## config.mk

```make
export PLATFORM = sky130hd
export DESIGN_NAME = imm_ext_arbiter
export DESIGN_NICKNAME = d
export VERILOG_FILES = /design/src/rtl/imm_ext_pkg.sv /design/src/rtl/imm_ext_unit.sv /design/src/rtl/imm_ext_arbiter.sv
export SDC_FILE = /design/constraint.sdc
export NUM_CORES = 1
export LEC_CHECK = 0
export BUFFER_PORTS_ARGS = -buffer_cell sky130_fd_sc_hd__buf_2
export CELL_PAD_IN_SITES_DETAIL_PLACEMENT = 0
export CELL_PAD_IN_SITES_GLOBAL_PLACEMENT = 1
export CORE_ASPECT_RATIO = 1.5
export CORE_MARGIN = 4
export CORE_UTILIZATION = 38
export CTS_BUF_LIST = sky130_fd_sc_hd__clkbuf_4 sky130_fd_sc_hd__clkbuf_8 sky130_fd_sc_hd__clkbuf_16
export DETAILED_ROUTE_END_ITERATION = 16
export PLACE_DENSITY = 0.84
export SLEW_MARGIN = 20
export SYNTH_ARGS = -nofsm -noshare
export SYNTH_HDL_FRONTEND = slang
export SYNTH_SLANG_ARGS = --single-unit
```

## constraint.sdc

```tcl
create_clock -name clk -period 4.03 [get_ports clk]
set_clock_uncertainty 0.1 [all_clocks]
set_input_delay 0.2015 -clock clk [delete_from_list [all_inputs] [get_ports clk]]
set_output_delay 0.2015 -clock clk [all_outputs]
set_load 0.02 [all_outputs]
```

## src/rtl/imm_ext_pkg.sv

```systemverilog
// Shared constants and types for the immediate-extension arbiter.
// Mode encodings, FSM state type and default widths.
package imm_ext_pkg;

    localparam int DEF_IMM_W  = 16;
    localparam int DEF_DATA_W = 32;

    localparam logic [1:0] MODE_ZERO  = 2'b00;
    localparam logic [1:0] MODE_SIGN  = 2'b01;
    localparam logic [1:0] MODE_UPPER = 2'b10;
    localparam logic [1:0] MODE_RSVD  = 2'b11;

    typedef enum logic {
        EMPTY = 1'b0,
        FULL  = 1'b1
    } state_t;

endpackage

```

## src/rtl/imm_ext_unit.sv

```systemverilog
// Purely combinational immediate extender: zero, sign or upper-half placement.
// The reserved mode extends as ZERO and raises rsvd.
module imm_ext_unit
    import imm_ext_pkg::*;
#(
    parameter int IMM_W  = DEF_IMM_W,
    parameter int DATA_W = DEF_DATA_W
) (
    input  logic [IMM_W-1:0]  imm,
    input  logic [1:0]        mode,
    output logic [DATA_W-1:0] data,
    output logic              rsvd
);

    always_comb begin
        data = {{(DATA_W-IMM_W){1'b0}}, imm};
        rsvd = 1'b0;
        case (mode)
            MODE_SIGN:  data = {{(DATA_W-IMM_W){imm[IMM_W-1]}}, imm};
            MODE_UPPER: data = {imm, {(DATA_W-IMM_W){1'b0}}};
            MODE_RSVD:  rsvd = 1'b1;
            default:    ;
        endcase
    end

endmodule

```

## src/rtl/imm_ext_arbiter.sv

```systemverilog
// Two-requester round-robin front end for a shared immediate extender,
// with a one-entry registered output stage that holds until consumed.
module imm_ext_arbiter
    import imm_ext_pkg::*;
#(
    parameter int IMM_W  = DEF_IMM_W,
    parameter int DATA_W = DEF_DATA_W
) (
    input  logic              clk,
    input  logic              rst,
    input  logic [1:0]        req_valid,
    output logic [1:0]        req_ready,
    input  logic [IMM_W-1:0]  req_imm0,
    input  logic [IMM_W-1:0]  req_imm1,
    input  logic [1:0]        req_mode0,
    input  logic [1:0]        req_mode1,
    output logic              out_valid,
    input  logic              out_ready,
    output logic [DATA_W-1:0] out_data,
    output logic              out_src,
    output logic              mode_err
);

    // Handshake: a transfer occurs on a port in any cycle where valid and
    // ready are both high at the rising edge; ready never depends on data.
    state_t             state;
    logic               last_grant;
    logic               gnt_idx;
    logic               can_accept;
    logic               xfer;
    logic [IMM_W-1:0]   sel_imm;
    logic [1:0]         sel_mode;
    logic [DATA_W-1:0]  ext_data;
    logic               ext_rsvd;

    // On a tie the requester that did not win the last transfer goes next.
    always_comb begin
        gnt_idx = 1'b0;
        if (req_valid == 2'b11)
            gnt_idx = ~last_grant;
        else if (req_valid[1])
            gnt_idx = 1'b1;
    end

    assign can_accept = (state == EMPTY) | out_ready;
    assign xfer       = (|req_valid) & can_accept & ~rst;
    assign req_ready  = xfer ? (gnt_idx ? 2'b10 : 2'b01) : 2'b00;

    assign sel_imm  = gnt_idx ? req_imm1  : req_imm0;
    assign sel_mode = gnt_idx ? req_mode1 : req_mode0;

    imm_ext_unit #(
        .IMM_W  (IMM_W),
        .DATA_W (DATA_W)
    ) u_ext (
        .imm  (sel_imm),
        .mode (sel_mode),
        .data (ext_data),
        .rsvd (ext_rsvd)
    );

    assign out_valid = (state == FULL);

    // A new transfer in FULL with out_ready high replaces the held result at
    // the same edge, so back-to-back results leave no bubble.
    always_ff @(posedge clk or posedge rst) begin
        if (rst) begin
            state      <= EMPTY;
            out_data   <= '0;
            out_src    <= 1'b0;
            last_grant <= 1'b1;
            mode_err   <= 1'b0;
        end else begin
            if (xfer) begin
                state      <= FULL;
                out_data   <= ext_data;
                out_src    <= gnt_idx;
                last_grant <= gnt_idx;
                if (ext_rsvd)
                    mode_err <= 1'b1;
            end else if (state == FULL && out_ready) begin
                state <= EMPTY;
            end
        end
    end

endmodule

```

==> qor.tcl, run 1 <==
set qor(p_comb_share_pct) 30.2
set qor(max-cap-violations) 0
set qor(fp.coreArea_sq_mm) 0.00450
set qor(cp.arrival_ns) 2.77
set qor(holdCritStartpoint) {req_imm0[11]}
set qor(timing.final.crit_share_pct) 66.4
set qor(timing_worst_slew_pin_value_ns) 1.02
set qor(cts_resized) 0
set qor(dr.first_iter.drc_count) 38
set qor(number_of_filler_instances_in_the_final_layout) 418
set qor(port_buffers) 77
set qor(r2r.worst_path.cells) 5
set qor(remaining_design_rule_violation_count) 0
set qor(ys_seq_elements) 36
set qor(cts-buffers-inserted) 5
set qor(globalplace.congestion) 0.727
set qor(die_h_microns) 91.2
set qor(whs_endpoint) {out_data[27]$_DFFE_PP0P_}
set qor(cts.root.buffer_cell) {sky130_fd_sc_hd__clkbuf_8}
set qor(setup_total_negative_slack_ns) 0
set qor(worstHoldPathType) {in -> reg}
set qor(area.growth.synth_to_final_pct) 29.6
set qor(layout.cells.most_common_list) {sky130_fd_sc_hd__buf_2, sky130_fd_sc_hd__dfrtp_1, sky130_fd_sc_hd__o21ai_0}
set qor(r2r_setup_slack_ns) 1.35
set qor(hpwlAfterDp_microns) 3460
set qor(std_cell_rows) 30
set qor(worst-endpoint-required_ns) 4.12
set qor(critPathCaptureType) {register}
set qor(p_clk_share_pct) 26.9
set qor(max_clock_buf_depth) 2
set qor(slew_viol_final) 0
set qor(gr-usage-all-layers_pct) 17.0
set qor(antenna_found_initial) 0
set qor(rsz0062_at_grt) {no}
set qor(antenna_cells_inserted) 0
set qor(synth_fp_nets) 182
set qor(status) {completed}
set qor(post_syn_instances) 138
set qor(ioPinCount) 78
set qor(detail_route.vias_per_cell) 5.47
set qor(vias_in_the_first_global_route) 1513
set qor(first_pass_grt_wire_length_microns) 7560
set qor(critical_path_class) {reg -> reg}
set qor(finalHoldViolCount) 0
set qor(critical_path_peak_fanout) 15
set qor(peakVddDrop_uv) 155
set qor(number_of_levels_the_h_tree_was_split_into) 2
set qor(routed_wirelength_microns) 4620
set qor(vias) 1443
set qor(worst_r2r_startpoint) {last_grant$_DFFE_PP1P_}
set qor(gr-total-overflow) 0
set qor(floorplan.die_area_sq_mm) 0.00579
set qor(largest_net_degree_at_the_start_of_global_routing) 37
set qor(whs_ns) 0.143
set qor(multiInputGateArea_sq_um) 787
set qor(synth_seq_area_share_pct) 51.4
set qor(regArea_sq_um) 902
set qor(syn-cell-area_sq_mm) 0.00176
set qor(p_sw_share_pct) 33.4
set qor(clk_latency_ns) 0.29
set qor(synthesis.yosys.warnings) 0
set qor(power_density_mw_per_mm2) 467
set qor(die_x_microns) 63.5
set qor(net-switching-power_mw) 0.355
set qor(cts_tree) {done}
set qor(seq_power_share_pct) 42.8
set qor(timing.slew.headroom_pct) 32.1
set qor(mostFrequentLayoutCell) {sky130_fd_sc_hd__buf_2}
set qor(number_of_endpoints_failing_setup_at_the_final_stage) 0
set qor(power.leakage_nw) 1.15
set qor(ant_nets) 0
set qor(period_needed_ns) 2.68
set qor(critical_path.startpoint_type) {register}
set qor(postSynthAreaPerCell_sq_um) 12.7
set qor(routedWlPerCell_microns) 17.5
set qor(numClockSinks) 36
set qor(fmax_mhz) 374
set qor(yosys.cell_types.count) 28
set qor(timing.hold.worst_path_depth) 3
set qor(cts.clk_slew.worst_paths_ns) 0.07
set qor(post_route_cells_drive_above_1_share_pct) 50.0
set qor(nets) 259
set qor(r2r-end) {out_data[18]$_DFFE_PP0P_}
set qor(p_int_mw) 0.707
set qor(drt_pre_antenna_iters) 4
set qor(effective_utilization_at_floorplan_pct) 39.0
[worst max-delay path: stages (launching register included)]
cell	delay, ns
sky130_fd_sc_hd__dfstp_2	0.38
sky130_fd_sc_hd__a21boi_2	0.44
sky130_fd_sc_hd__mux2_2	0.44
sky130_fd_sc_hd__ha_1	0.36
sky130_fd_sc_hd__nand4_2	0.48
sky130_fd_sc_hd__o221ai_1	0.38
[power groups by stage]
stage | clock network, mW | logic [mW] | registers, mW
global route | 0.310 | 0.350 | 0.463
finish | 0.286 | 0.321 | 0.455
floorplan | 0 | 0.135 | 0.535
CTS | 0.294 | 0.326 | 0.455
global placement | 0 | 0.321 | 0.462
detailed placement | 0 | 0.325 | 0.462
[repair_timing]
action	in CTS	in global routing
endpoints found under the hold margin	35	0
hold buffers	1	0
buffers inserted	0	0
[metal layers]
| metal | global-route usage (%) | part of all wire (%) |
|---|---|---|
| met1 | 20.6 | 41 |
| met2 | 27.6 | 52 |
| met3 | 4.70 | 5.8 |
| met4 | 8.29 | 1.7 |
| met5 | 0 | 0 |
[sequential cells by signal, summed over array words and instances, names as in the netlist]
register    count
out_src         1
out_data       32
last_grant      1
out_valid       1
mode_err        1
[how the worst max path moves through the flow]
stage | depth (start not counted) | slack (ns) | endpoint | startpoint
after floorplan | 8 | 1.82 | out_data[0]$_DFFE_PP0P_ | last_grant$_DFFE_PP1P_
after global placement | 5 | 1.46 | out_data[21]$_DFFE_PP0P_ | last_grant$_DFFE_PP1P_
after detailed placement | 5 | 1.35 | out_data[18]$_DFFE_PP0P_ | last_grant$_DFFE_PP1P_
after CTS | 5 | 1.32 | out_data[19]$_DFFE_PP0P_ | last_grant$_DFFE_PP1P_
after global routing | 5 | 1.17 | out_data[22]$_DFFE_PP0P_ | last_grant$_DFFE_PP1P_
final | 5 | 1.35 | out_data[18]$_DFFE_PP0P_ | last_grant$_DFFE_PP1P_
[kinds of logic after synthesis]
kind of cell | count (synthesis) | share of synthesized area, %
adder cells (fa/ha/maj) | 3 | 2.14
buffers and inverters | 13 | 3.78
multiplexers | 19 | 11.0
flip-flops | 36 | 51.4
AO/OA/AOI/OAI | 55 | 27.3
AND/OR/NAND/NOR | 12 | 4.35
[Yosys cell counts, drive strengths merged]
master / number / area share, %
a21boi: 1 / 0.64
a21o: 2 / 0.86
a31o: 1 / 0.50
and3: 1 / 0.36
buf: 5 / 2.1
clkbuf: 5 / 1.1
dfrtp: 35 / 50
dfstp: 1 / 1.5
ha: 3 / 2.1
inv: 3 / 0.64
mux2: 3 / 1.9
mux2i: 16 / 9.1
nand2: 4 / 0.86
nand2b: 2 / 0.71
nand3: 2 / 1.1
nand4: 1 / 0.71
nor2: 1 / 0.21
nor2b: 1 / 0.36
o21ai: 17 / 4.8
o21ba: 1 / 0.57
o21bai: 1 / 0.43
o221ai: 15 / 11
o2bb2ai: 16 / 8.0
o31ai: 1 / 0.43
[area by class of cell]
type | instances | share of cell area, %
tap | 48 | 2.64
multi-input combinational | 89 | 34.6
sequential | 36 | 39.7
timing repair buffer | 80 | 18.0
clock buffer | 8 | 4.57
inverter | 3 | 0.495
[stage by stage]
step	instance area (sq um)	instances	setup WS, ns	utilization, %	power (mW)
global placement	2160	255	1.46	48.0	0.782
detailed placement	2160	255	1.35	48.0	0.787
global route	2270	264	1.17	50.5	1.12
CTS	2270	264	1.32	50.5	1.08
finish	2270	264	1.35	50.5	1.06
floorplan	1760	138	1.82	-	0.671
Note: power is estimated with default switching activity, not from simulation.
==> run 2: changes to the inputs <==
--- a/config.mk
+++ b/config.mk
@@ -10,10 +10,10 @@
 export CELL_PAD_IN_SITES_GLOBAL_PLACEMENT = 1
 export CORE_ASPECT_RATIO = 1.5
 export CORE_MARGIN = 4
-export CORE_UTILIZATION = 38
+export CORE_UTILIZATION = 36
 export CTS_BUF_LIST = sky130_fd_sc_hd__clkbuf_4 sky130_fd_sc_hd__clkbuf_8 sky130_fd_sc_hd__clkbuf_16
 export DETAILED_ROUTE_END_ITERATION = 16
-export PLACE_DENSITY = 0.84
+export PLACE_DENSITY = 0.8
 export SLEW_MARGIN = 20
 export SYNTH_ARGS = -nofsm -noshare
 export SYNTH_HDL_FRONTEND = slang
==> constraint.sdc (replaced) <==
create_clock -name clk -period 2.7 [get_ports clk]
set_clock_uncertainty 0.1 [all_clocks]
set_input_delay 0.135 -clock clk [delete_from_list [all_inputs] [get_ports clk]]
set_output_delay 0.135 -clock clk [all_outputs]
set_load 0.02 [all_outputs]
==> run 2 against run 1 <==
Fmax grew 19%. Clock power grew 38%. Register-to-register slack lost 0.90 ns. Critical path depth is the same. Sequential share of layout area shrank 0.41 points. Die area grew 5.0%. Setup slack lost 0.90 ns. Hold slack lost 0.081 ns. Sequential power grew 49%. Via count grew 0.55%. Utilization shrank 0.72 points. Count of clock-buffer cells in the layout shrank 2. Critical endpoint unchanged. Highest routed layer unchanged.
==> qor.tcl, run 2 (same netlist as run 1, synthesis figures left out) <==
set qor(routed_wirelength_microns) 4670
set qor(peakVddDrop_uv) 280
set qor(regArea_sq_um) 902
set qor(first_pass_grt_wire_length_microns) 7670
set qor(remaining_design_rule_violation_count) 0
set qor(area.growth.synth_to_final_pct) 30.9
set qor(cts-buffers-inserted) 5
set qor(postCtsSetupRepairBufs) 0
set qor(largest_register_ffs) 32
set qor(critical_path_peak_fanout) 15
set qor(timing.final.crit_share_pct) 83.1
set qor(cp.arrival_ns) 2.35
set qor(effective_utilization_at_floorplan_pct) 38.0
set qor(slew_viol_final) 0
set qor(power_density_mw_per_mm2) 678
set qor(cts_tree) {done}
set qor(globalplace.congestion) 0.760
set qor(cts.clk_slew.worst_paths_ns) 0.07
set qor(numClockSinks) 36
set qor(gr-total-overflow) 0
set qor(cts_resized) 0
set qor(p_total_mw) 1.56
set qor(std_cell_rows) 30
set qor(vias) 1451
set qor(antenna_found_initial) 0
set qor(port_buffers) 77
set qor(mostFrequentLayoutCell) {sky130_fd_sc_hd__buf_2}
set qor(dr.first_iter.drc_count) 32
set qor(hpwlAfterDp_microns) 3410
set qor(antenna_cells_inserted) 0
set qor(setup_total_negative_slack_ns) 0
set qor(period_needed_ns) 2.24
set qor(status) {completed}
set qor(registers.top_by_ff_count) {out_data}
set qor(critPathCaptureType) {register}
set qor(nets) 261
set qor(rsz0062_at_grt) {no}
set qor(largest_net_degree_at_the_start_of_global_routing) 37
set qor(gr-usage-all-layers_pct) 16.2
set qor(ant_nets) 0
set qor(layout.cells.most_common_list) {sky130_fd_sc_hd__buf_2, sky130_fd_sc_hd__dfrtp_1, sky130_fd_sc_hd__o21ai_0}
set qor(timing_worst_slew_pin_value_ns) 0.828
set qor(worstHoldPathType) {in -> reg}
set qor(number_of_endpoints_failing_setup_at_the_final_stage) 0
set qor(floorplan.die_area_sq_mm) 0.00608
set qor(critical_path.startpoint_type) {register}
set qor(placed_instance_count) 273
set qor(die_h_microns) 93.5
set qor(post_route_cells_drive_above_1_share_pct) 50.5
set qor(power.leakage_nw) 1.15
set qor(worst-endpoint-required_ns) 2.80
set qor(number_of_levels_the_h_tree_was_split_into) 2
set qor(cts.root.buffer_cell) {sky130_fd_sc_hd__clkbuf_8}
set qor(clk_latency_ns) 0.29
set qor(ioPinCount) 78
set qor(multiInputGateArea_sq_um) 787
set qor(drt_pre_antenna_iters) 4
set qor(routedWlPerCell_microns) 16.5
set qor(max_clock_buf_depth) 2
set qor(detail_route.vias_per_cell) 5.15
set qor(number_of_filler_instances_in_the_final_layout) 442
set qor(fp.coreArea_sq_mm) 0.00462
set qor(fmax_mhz) 445
set qor(finalHoldViolCount) 0
set qor(die_x_microns) 65.0
set qor(holdBufCountCts) 1
set qor(vias_in_the_first_global_route) 1498
set qor(critical_path_class) {reg -> reg}
set qor(max-cap-violations) 0
set qor(final_cell_count_no_fill) 282
set qor(timing.slew.headroom_pct) 44.7
-- run 2: cell types whose count changed in the layout (fill, tap and decap cells not counted) --
cell / delta
sky130_fd_sc_hd__buf_4: +2
sky130_fd_sc_hd__clkbuf_4: -1
sky130_fd_sc_hd__clkbuf_8: -1
sky130_fd_sc_hd__clkinv_2: +2
-- run 2: report_power, final --
group          switching (mW)  internal [mW]
sequential             0.0467          0.632
combinational           0.300          0.182
clock                   0.192          0.204
-- run 2: worst paths after layout --
kind,cells after the start,startpoint,to,slack [ns]
max in group asynchronous,4,rst,last_grant$_DFFE_PP1P_,1.76
worst min-delay path,3,req_imm0[8],out_data[24]$_DFFE_PP0P_,0.06
worst max register to register,5,last_grant$_DFFE_PP1P_,out_data[18]$_DFFE_PP0P_,0.46
worst max-delay path,5,last_grant$_DFFE_PP1P_,out_data[18]$_DFFE_PP0P_,0.46
min in group asynchronous,4,rst,mode_err$_DFFE_PP0P_,0.40
worst min register to register,1,out_src$_DFFE_PP0P_,out_src$_DFFE_PP0P_,0.38
-- run 2: layout make-up --
type / instances / share of cell area, %
clock buffer: 6 / 3.59
tap: 64 / 3.48
inverter: 3 / 0.490
timing repair buffer: 82 / 18.5
multi-input combinational: 89 / 34.2
clock inverter: 2 / 0.435
sequential: 36 / 39.2
-- run 2: worst max-delay path, stage by stage (launching register included) --
cell                       delay [ns]
sky130_fd_sc_hd__dfstp_2         0.37
sky130_fd_sc_hd__a21boi_2        0.18
sky130_fd_sc_hd__mux2_2          0.39
sky130_fd_sc_hd__ha_1            0.37
sky130_fd_sc_hd__nand3_2         0.40
sky130_fd_sc_hd__o221ai_1        0.34
-- run 2: per-stage QoR --
stage | worst slack [ns] | instance area (sq um) | hold slack [ns] | util [%]
finish | 0.455 | 2300 | 0.0620 | 49.8
global route | 0.311 | 2300 | 0.0684 | 49.8
CTS | 0.425 | 2300 | 0.0707 | 49.8
detailed placement | 0.446 | 2200 | 0.179 | 47.6
global placement | 0.521 | 2200 | 0.173 | 47.6
floorplan | 0.492 | 1760 | 0.201 | -
-- run 2: metal layers --
metal	vias up	GRT usage, %	share of wire, %
met5	-	0	0
met4	0	5.19	1.3
met3	4	4.69	6.9
met2	57	25.9	49
met1	699	21.1	43
li1	691	-	-
